`src/rtl/fetch_unit.sv`:
```
// picoMIPS instruction fetch stage: owns the PC, drives the synchronous program ROM
// address and buffers returned words with their PC in a 2-entry prefetch FIFO.
module fetch_unit #(
   parameter int Psize = 4,
   parameter int Isize = 17
) (
   input  logic             clk,
   input  logic             reset,
   input  logic             en,
   output logic [Psize-1:0] imem_addr,
   input  logic [Isize-1:0] imem_data,
   output logic [Isize-1:0] instr,
   output logic [Psize-1:0] instr_pc,
   output logic             instr_valid,
   input  logic             instr_ready,
   input  logic             branch,
   input  logic [Psize-1:0] branch_target
);

   logic [Psize-1:0] pc;
   logic [Psize-1:0] issued_pc;
   logic             inflight;

   logic [Isize-1:0] fifo_instr [2];
   logic [Psize-1:0] fifo_pc    [2];
   logic             rd_ptr;
   logic             wr_ptr;
   logic [1:0]       count;

   logic             pop;
   logic             push;
   logic             issue;
   logic [2:0]       occupancy;

   assign imem_addr   = branch ? branch_target : pc;
   assign instr_valid = (count != 2'd0);
   assign instr       = fifo_instr[rd_ptr];
   assign instr_pc    = fifo_pc[rd_ptr];

   assign pop  = instr_valid & instr_ready;
   assign push = inflight & ~branch;

   // Entries the FIFO will hold once the outstanding response lands; keeping
   // this below 2 at issue time is what guarantees a push never overflows.
   assign occupancy = {1'b0, count} - {2'b0, pop} + {2'b0, inflight};
   assign issue     = en & (branch | (occupancy < 3'd2));

   always_ff @(posedge clk or negedge reset) begin
      if (!reset) begin
         pc        <= '0;
         issued_pc <= '0;
         inflight  <= 1'b0;
      end else begin
         inflight <= issue;
         if (issue) begin
            pc        <= imem_addr + Psize'(1);
            issued_pc <= imem_addr;
         end else if (branch) begin
            pc <= branch_target;
         end
      end
   end

   // A branch flushes everything, including a head consumed in the same cycle.
   always_ff @(posedge clk or negedge reset) begin
      if (!reset) begin
         fifo_instr[0] <= '0;
         fifo_instr[1] <= '0;
         fifo_pc[0]    <= '0;
         fifo_pc[1]    <= '0;
         rd_ptr        <= 1'b0;
         wr_ptr        <= 1'b0;
         count         <= '0;
      end else if (branch) begin
         rd_ptr <= 1'b0;
         wr_ptr <= 1'b0;
         count  <= '0;
      end else begin
         if (push) begin
            fifo_instr[wr_ptr] <= imem_data;
            fifo_pc[wr_ptr]    <= issued_pc;
            wr_ptr             <= ~wr_ptr;
         end
         if (pop) begin
            rd_ptr <= ~rd_ptr;
         end
         case ({push, pop})
            2'b10:   count <= count + 2'd1;
            2'b01:   count <= count - 2'd1;
            default: count <= count;
         endcase
      end
   end

endmodule

```
`config.mk`:
```
export PLATFORM = sky130hd
export DESIGN_NAME = fetch_unit
export DESIGN_NICKNAME = d
export VERILOG_FILES = /design/src/rtl/fetch_unit.sv
export SDC_FILE = /design/constraint.sdc
export NUM_CORES = 1
export LEC_CHECK = 0
export ABC_AREA = 1
export CELL_PAD_IN_SITES_DETAIL_PLACEMENT = 1
export CELL_PAD_IN_SITES_GLOBAL_PLACEMENT = 2
export CORE_UTILIZATION = 29
export DETAILED_ROUTE_END_ITERATION = 16
export PLACE_DENSITY = 0.75
export SYNTH_ARGS = -nofsm -noshare
export SYNTH_HDL_FRONTEND = slang
export SYNTH_SLANG_ARGS = --single-unit
```
`constraint.sdc`:
```
create_clock -name clk -period 3.4 [get_ports clk]
set_clock_uncertainty 0.2 [all_clocks]
set_input_delay 0.51 -clock clk [delete_from_list [all_inputs] [get_ports clk]]
set_output_delay 0.51 -clock clk [all_outputs]
set_load 0.02 [all_outputs]
```
* Word-level counts from Yosys, hierarchy flattened
Cells that the tools add are included.
** Storage, ports and cells
- Register bits :: 55
- Bits in latches :: 0
- Bits in writable memories :: 0
- Memory bits (read-only) :: 0
- Input bits :: 26
- Word-level logic and storage cells :: 56
- Memories :: 0
** Cells by class
- $add $sub $neg :: 5
- $mul :: 0
- Div/mod/pow operators :: 0
- $lt $le $gt $ge :: 4
- Eq/ne operators :: 2
- Shifts and indexed selects :: 0
- Multiplexer cells :: 20
- Bitwise operators :: 9
- Reduce and logical (&&, ||, !) cells :: 6
** Operators with widths (number)
- 17-bit two-way mux :: 4
- 34-bit bitwise mux :: 1
- 4-bit two-way mux :: 6
- 17-bit demux with 1-bit select :: 1
- 8-bit bitwise mux :: 1
- 2-bit nonzero test :: 3
- 4-bit by 1-bit adder with 4-bit output, second input constant :: 1
- 4-bit demux with 1-bit select :: 1
- 2-bit >= comparator, second input constant :: 2
- 1-bit two-way mux :: 4
- 1-bit NOT with 2-bit output :: 2
- 2-bit one-hot mux with 2 select lines :: 1
- 3-bit by 1-bit adder with 3-bit output :: 1
- 1-bit bitwise AND :: 3
- 3-bit by 2-bit less-than comparator with 1-bit output, second input constant :: 1
- 1-bit NOT :: 3
- 3-bit nonzero test :: 1
- 2-bit by 1-bit subtractor with 3-bit output :: 1
- 2-bit by 1-bit adder with 2-bit output, second input constant :: 1
- 2-bit by 1-bit == test with 1-bit output, second input constant :: 1
- 2-bit == test, second input constant :: 1
- 2-bit by 1-bit less-than comparator with 1-bit output, second input constant :: 1
- 2-bit two-way mux :: 1
- 2-bit AND reduction :: 1
- 3 further kinds :: 3

* Longest topological paths before layout
Gate-level depths: netlist (run 1).
- Word-level depth :: 8
- Mapped depth :: 12
- Mapped depth without buffers :: 12

* Least setup slack after synthesis (run 1)
No wires, ideal clock.
- Path kind :: register -> register
- Start :: register count[1]
- End :: register pc[0]
- Library setup time :: 133 ps
- Arrival :: 2131 ps
- Required time :: 3067 ps
- Setup slack :: 935 ps
- Stages on the path, launching flop included :: 10
- Buffers on the path :: 0
- Period minus slack after synthesis :: 2465 ps
- Cell sequence :: dfrtp_1 o21ai_2 inv_1 ha_1 or2_2 fa_1 nand3_2 nand2_1 nand2_2 xnor2_1
** On the way
- Cells in the longest elaborated chain, start to end :: 8
** RTL lines
- from (decl) :: line 28 : logic [1:0] count;
- from (signal assigned) :: line 88 : 2'b10: count <= count + 2'd1;
- from (signal assigned) :: line 89 : 2'b01: count <= count - 2'd1;
- from (signal assigned) :: line 90 : default: count <= count;
- 2-bit nonzero test :: line 36 : assign instr_valid = (count != 2'd0);
- 1-bit bitwise AND :: line 40 : assign pop = instr_valid & instr_ready;
- 2-bit by 1-bit subtractor with 3-bit output (*) :: line 45 : assign occupancy = {1'b0, count} - {2'b0, pop} + {2'b0, inflight};
- 3-bit by 1-bit adder with 3-bit output (*) :: line 45
- 3-bit by 2-bit less-than comparator with 1-bit output (*) :: line 46 : assign issue = en & (branch | (occupancy < 3'd2));
- 1-bit bitwise OR (*) :: line 46
- 1-bit bitwise AND (*) :: line 46
- 4-bit two-way mux (*) :: line 55 : if (issue) begin
- to (signal assigned) :: line 56 : pc <= imem_addr + Psize'(1);
- to (signal assigned) :: line 59 : pc <= branch_target;
- to (decl) :: line 20 : logic [Psize-1:0] pc;
Mark *: on every way between the ends. The rest lies on a longest branch, timed or not.
A chain may end at the register's enable or synchronous reset.

* Worst setup path after layout (run 1)
- Start :: input branch
- End :: output imem_addr[2]
** On the way
- Cells in the longest elaborated chain, start to end :: 1
** RTL lines
- from (decl) :: line 16 : input logic branch,
- 4-bit two-way mux
- to (decl) :: line 10 : output logic [Psize-1:0] imem_addr,
Every way passes these cells.

==> impl_metrics.py, run 1 <==
metrics = {
    "timing": {
        "rsz0062_at_grt": "no",
        "fin_setup_tns_ps": 0,
        "fmax_mhz": 343,
        "period_share_pct": 85.8,
        "worst_slew_pin_slew_ps": 861,
        "slew_viol_final": 0,
        "relSlewSlack_pct": 42.6,
        "fin_crit_ps": 2920,
        "setup_viol": 0,
        "hold_viol": 0,
    },
    "drt": {
        "drtPass1Iterations": 4,
        "final_antenna_net_count": 0,
        "post-route-drc-count": 0,
        "dr_total_vias": 2053,
        "first_iter_violations": 65,
        "detail_route.vias_per_cell": 4.38,
        "routedWlPerCell_um": 12.3,
        "drt-total-wl_mm": 5.75,
    },
    "cts": {
        "path_clk_slew_ps": 100,
        "cts_tree": "done",
        "ctsResizeCount": 0,
        "cts_buffers": 5,
        "clk_latency_ps": 300,
        "clock_path_buffers": 2,
        "cts_root_buf": "clkbuf_8",
        "hold_buffers": 0,
        "post_cts_buffers": 0,
        "htreeDepth": 2,
        "cts.sinks": 55,
    },
    "die": {
        "die_y_um": 95.5,
        "ios": 52,
        "num_rows": 33,
        "fp.dieArea_sq_um": 9130,
        "core_area_sq_um": 8340,
        "die_w_um": 95.5,
        "start_util_pct": 30.4,
    },
    "global_routing": {
        "grt_pass1_wl_mm": 9.92,
        "grt_antenna_before_repair": 0,
        "grt_pass1_vias": 2088,
        "grt_max_degree": 43,
        "overflow": 0,
        "grt_usage_pct": 14.1,
    },
    "power": {
        "powerDensity_nw_per_um2": 846,
        "p_total_mw": 2.75,
        "p_leak_nw": 1.63,
        "peakVddDrop_uv": 301,
    },
    "critical_path": {
        "worstPathArrival_ps": 2210,
        "setup.worst_path.class": "input pin to output port",
        "crit_start": "branch",
        "crit_required_ps": 2690,
        "rrSetupSlack_ps": 760,
        "r2r_cells": 10,
        "reg2reg_to": "issued_pc[1]",
        "path_max_fanout": 14,
        "r2r_start": "count[1]",
        "crit_path_end_kind": "output port",
        "start_kind": "input pin",
    },
    "synth": {
        "syn-num-nets": 340,
        "ys_ff_latch": 55,
        "syn_inst": 311,
        "synth_cell_types": 25,
        "syn_avg_cell_area_sq_um": 8.16,
        "ys_seq_area_share_pct": 54.2,
        "netlist_area_sq_um": 2540,
        "synth_warnings": 0,
    },
    "finish": {
        "mostFrequentLayoutCell": "nand2_1",
        "stdcell_count": 469,
        "final_nets": 392,
        "area_growth_pct": 27.9,
        "mostFrequentLayoutCells": "nand2_1 (135), dfrtp_1 (55), o21ai_0 (50), clkdlybuf4s50_1 (50), inv_1 (30)",
        "n_antenna_cell": 0,
        "drive_gt1_share_pct": 7.69,
        "fillCellCount": 1028,
    },
    "run_status": {
        "status": "complete, no violations",
    },
    "min_path": {
        "min-delay-path-class": "input pin to asynchronous set/reset pin",
    },
    "place": {
        "portBuffers": 51,
        "placed_cells": 461,
        "place_hpwl_mm": 3.97,
        "gp_congestion": 0.734,
    },
    "job": {
        "max-cap-violations": 0,
    },
}
-- kinds of logic (layout without fill, tap and decap cells) --
| family | after synthesis | in the layout | synth area share, % |
|---|---|---|---|
| adders and majority gates | 3 | 3 | 1.78 |
| xor gates and xnor gates | 2 | 2 | 0.690 |
| DFF | 55 | 55 | 54.2 |
| and+or+nand+nor | 151 | 151 | 24.6 |
| buffers and inverters | 46 | 99 | 7.35 |
| AOI/OAI and AO/OA | 54 | 54 | 11.3 |
-- power breakdown --
part           switching, mW  internal (mW)
sequential             0.163          0.953
clock                  0.200          0.145
combinational          0.728          0.557
-- cell type report --
class | count | area, sq um | area share (%)
clock buffer | 7 | 76.3 | 2.35
tap | 105 | 131 | 4.05
clock inverter | 1 | 5.00 | 0.154
multi-input combinational | 210 | 975 | 30.0
inverter | 33 | 124 | 3.82
sequential | 55 | 1380 | 42.4
timing repair buffer | 58 | 558 | 17.2
-- worst max path at each step --
stage / to
after global routing: imem_addr[0]
final: imem_addr[2]
after CTS: imem_addr[0]
after detailed placement: pc[0]
after global placement: pc[0]
after floorplan: pc[0]
-- metrics by stage --
| stage | setup slack [ps] | util (%) | hold slack, ps | cell area (sq um) |
|---|---|---|---|---|
| floorplan | 935 | - | 14.4 | 2540 |
| global placement | 445 | 37.9 | 266 | 3160 |
| detailed placement | 405 | 37.9 | 273 | 3160 |
| CTS | 454 | 38.9 | 137 | 3250 |
| global route | 330 | 38.9 | 160 | 3250 |
| finish | 481 | 38.9 | 104 | 3250 |
-- synthesized netlist by cell type --
master / count / area [sq um]
a21boi_4: 1 / 18.8
a21oi_1: 1 / 5.00
buf_1: 1 / 3.75
buf_2: 4 / 20.0
buf_6: 1 / 11.3
clkbuf_1: 6 / 22.5
clkbuf_2: 1 / 5.00
dfrtp_1: 55 / 1380
fa_1: 1 / 20.0
ha_1: 2 / 25.0
inv_1: 30 / 113
inv_2: 3 / 11.3
nand2_1: 135 / 507
nand2_2: 3 / 18.8
nand2_4: 2 / 22.5
nand3_1: 4 / 20.0
nand3_2: 2 / 20.0
nand3b_2: 1 / 11.3
nand4_1: 3 / 18.8
o21ai_0: 50 / 250
o21ai_1: 1 / 5.00
o21ai_2: 1 / 8.76
or2_2: 1 / 6.26
xnor2_1: 1 / 8.76
xor2_1: 1 / 8.76
-- sequential cells by signal, summed over array words and instances, names as in the netlist --
signal and cells:
fifo_instr 34, fifo_pc 8, issued_pc 4, pc 4, count 2, inflight 1, rd_ptr 1, wr_ptr 1
-- layer usage --
layer  GRT usage (%)  up-vias  routed length [um]
met4            4.85        0                  82
li1                -     1063                   -
met3            2.55        8                 213
met2            22.6       35                2580
met5               0        -                   0
met1            19.2      947                2880
-- worst max-delay path, cell delays in order --
cell and delay (ps):
clkdlybuf4s50_1 480, inv_2 290, nand2_1 110, nand2_1 180, clkdlybuf4s50_1 630
Note: power is estimated with default switching activity, not from simulation.
==> run 2: changes to the inputs <==
CAP_MARGIN = 20   (was not set)
==> results of run 2 <==
No change in the layout: final DEF, timing and power equal those of run 1.
==> run 3: changes to the inputs <==
CAP_MARGIN = not set   (was 20)
==> results of run 3 <==
No change in the layout: final DEF, timing and power equal those of run 1.
==> patch, RTL diff (flow settings as in run 1) <==
Set the parameter `Isize` to 34 (it was 17).
--- a/src/rtl/fetch_unit.sv
+++ b/src/rtl/fetch_unit.sv
@@ -2,7 +2,7 @@
 // address and buffers returned words with their PC in a 2-entry prefetch FIFO.
 module fetch_unit #(
    parameter int Psize = 4,
-   parameter int Isize = 17
+   parameter int Isize = 34
 ) (
    input  logic             clk,
    input  logic             reset,
Interface: changed (resized imem_data and instr); port bits go from 52 to 86. The function was not compared with the original's and may differ.
==> patch against run 1 <==
Power grew 78%; combinational power rose by 64%; synthesized area is 57% higher; sequential power rose by 60%; sequential cell count is 34 higher; core utilization rose by 0.77 points; design area rose by 63%; wire length increased by 76%; critical path depth grew 1; worst setup slack gained 64 ps.
==> patch: results <==
metrics = {
    "worst_setup_path": {
        "timing.rr.end": "pc[0]",
        "reg2reg_depth": 11,
    },
    "synthesis": {
        "synth_area_leaders": "dfrtp_1 56%, nand2_1 22%, o21ai_0 6.4%, inv_1 4.6%, o21ai_1 3.9%",
        "synth_compound_area_share_pct": 10.8,
        "synth_fp_nets": 543,
        "synthTopCellsByCount": "232 x nand2_1, 89 x dfrtp_1, 51 x o21ai_0, 49 x inv_1, 31 x o21ai_1",
        "syn_area_per_cell_um2": 8.04,
    },
    "placed_design": {
        "port_buffers": 85,
        "dp_cells": 739,
        "routabilityCongestion": 0.769,
        "placed_area_um2": 4990,
    },
    "finish": {
        "fillers": 1626,
        "nets": 621,
        "stdcell_count": 755,
        "top_regs": "fifo_instr x68, fifo_pc x8",
        "drive_gt1_share_pct": 4.49,
    },
    "global_routing": {
        "grt_pass1_wl_um": 17300,
        "grt.total_usage_pct": 15.5,
    },
    "routing": {
        "vias": 3357,
        "met2_length_um": 4690,
    },
    "pwr": {
        "p_leak_nw": 2.67,
    },
    "timing": {
        "max-slew-margin-rel_pct": 63.9,
    },
    "clock_network": {
        "htreeDepth": 3,
        "cts_buffers": 9,
    },
    "run_status": {
        "status": "finished, final reports clean",
    },
}
patch: layout make-up:
class	count	area share, %
Sequential cell	89	42.0
Inverter	50	3.54
Clock inverter	2	0.709
Multi-Input combinational cell	332	27.0
Clock buffer	13	4.91
Timing Repair Buffer	93	17.7
Tap cell	176	4.16
patch: how the worst max path moves through the flow:
stage / startpoint / end / cells after the start
floorplan: count[1] / pc[0] / 11
global placement: instr_ready / pc[0] / 10
detailed placement: instr_ready / pc[0] / 10
CTS: branch / imem_addr[3] / 6
global route: count[1] / issued_pc[3] / 14
finish: branch / imem_addr[3] / 6
patch: routing by layer:
metal	vias to the layer above	GRT usage, %
met5	-	0
met4	0	4.22
met3	8	4.26
met2	64	24.9
met1	1609	20.4
li1	1676	-
patch: kinds of logic (layout without fill, tap and decap cells):
kind of cell,count (synthesis),after routing
simple gates,241,241
flops,89,89
compound gates,85,85
buf+inv,76,158
fa+ha+maj,3,3
xor+xnor,3,3
patch: critical path: stages:
cell	delay, ps
clkdlybuf4s50_1	570
inv_2	140
nand2_1	90
nand2_1	90
inv_1	120
clkdlybuf4s50_1	620
patch: where the power goes:
| group | internal, mW | switching [mW] |
|---|---|---|
| clock | 0.606 | 0.384 |
| combinational | 0.906 | 1.19 |
| sequential | 1.54 | 0.250 |
patch: through the flow:
| stage | utilization (%) | hold slack [ps] | setup slack (ps) |
|---|---|---|---|
| floorplan | - | 14.4 | 721 |
| global placement | 37.4 | 266 | 345 |
| detailed placement | 37.4 | 274 | 288 |
| CTS | 39.7 | 290 | 528 |
| global route | 39.7 | 311 | 338 |
| finish | 39.7 | 285 | 545 |
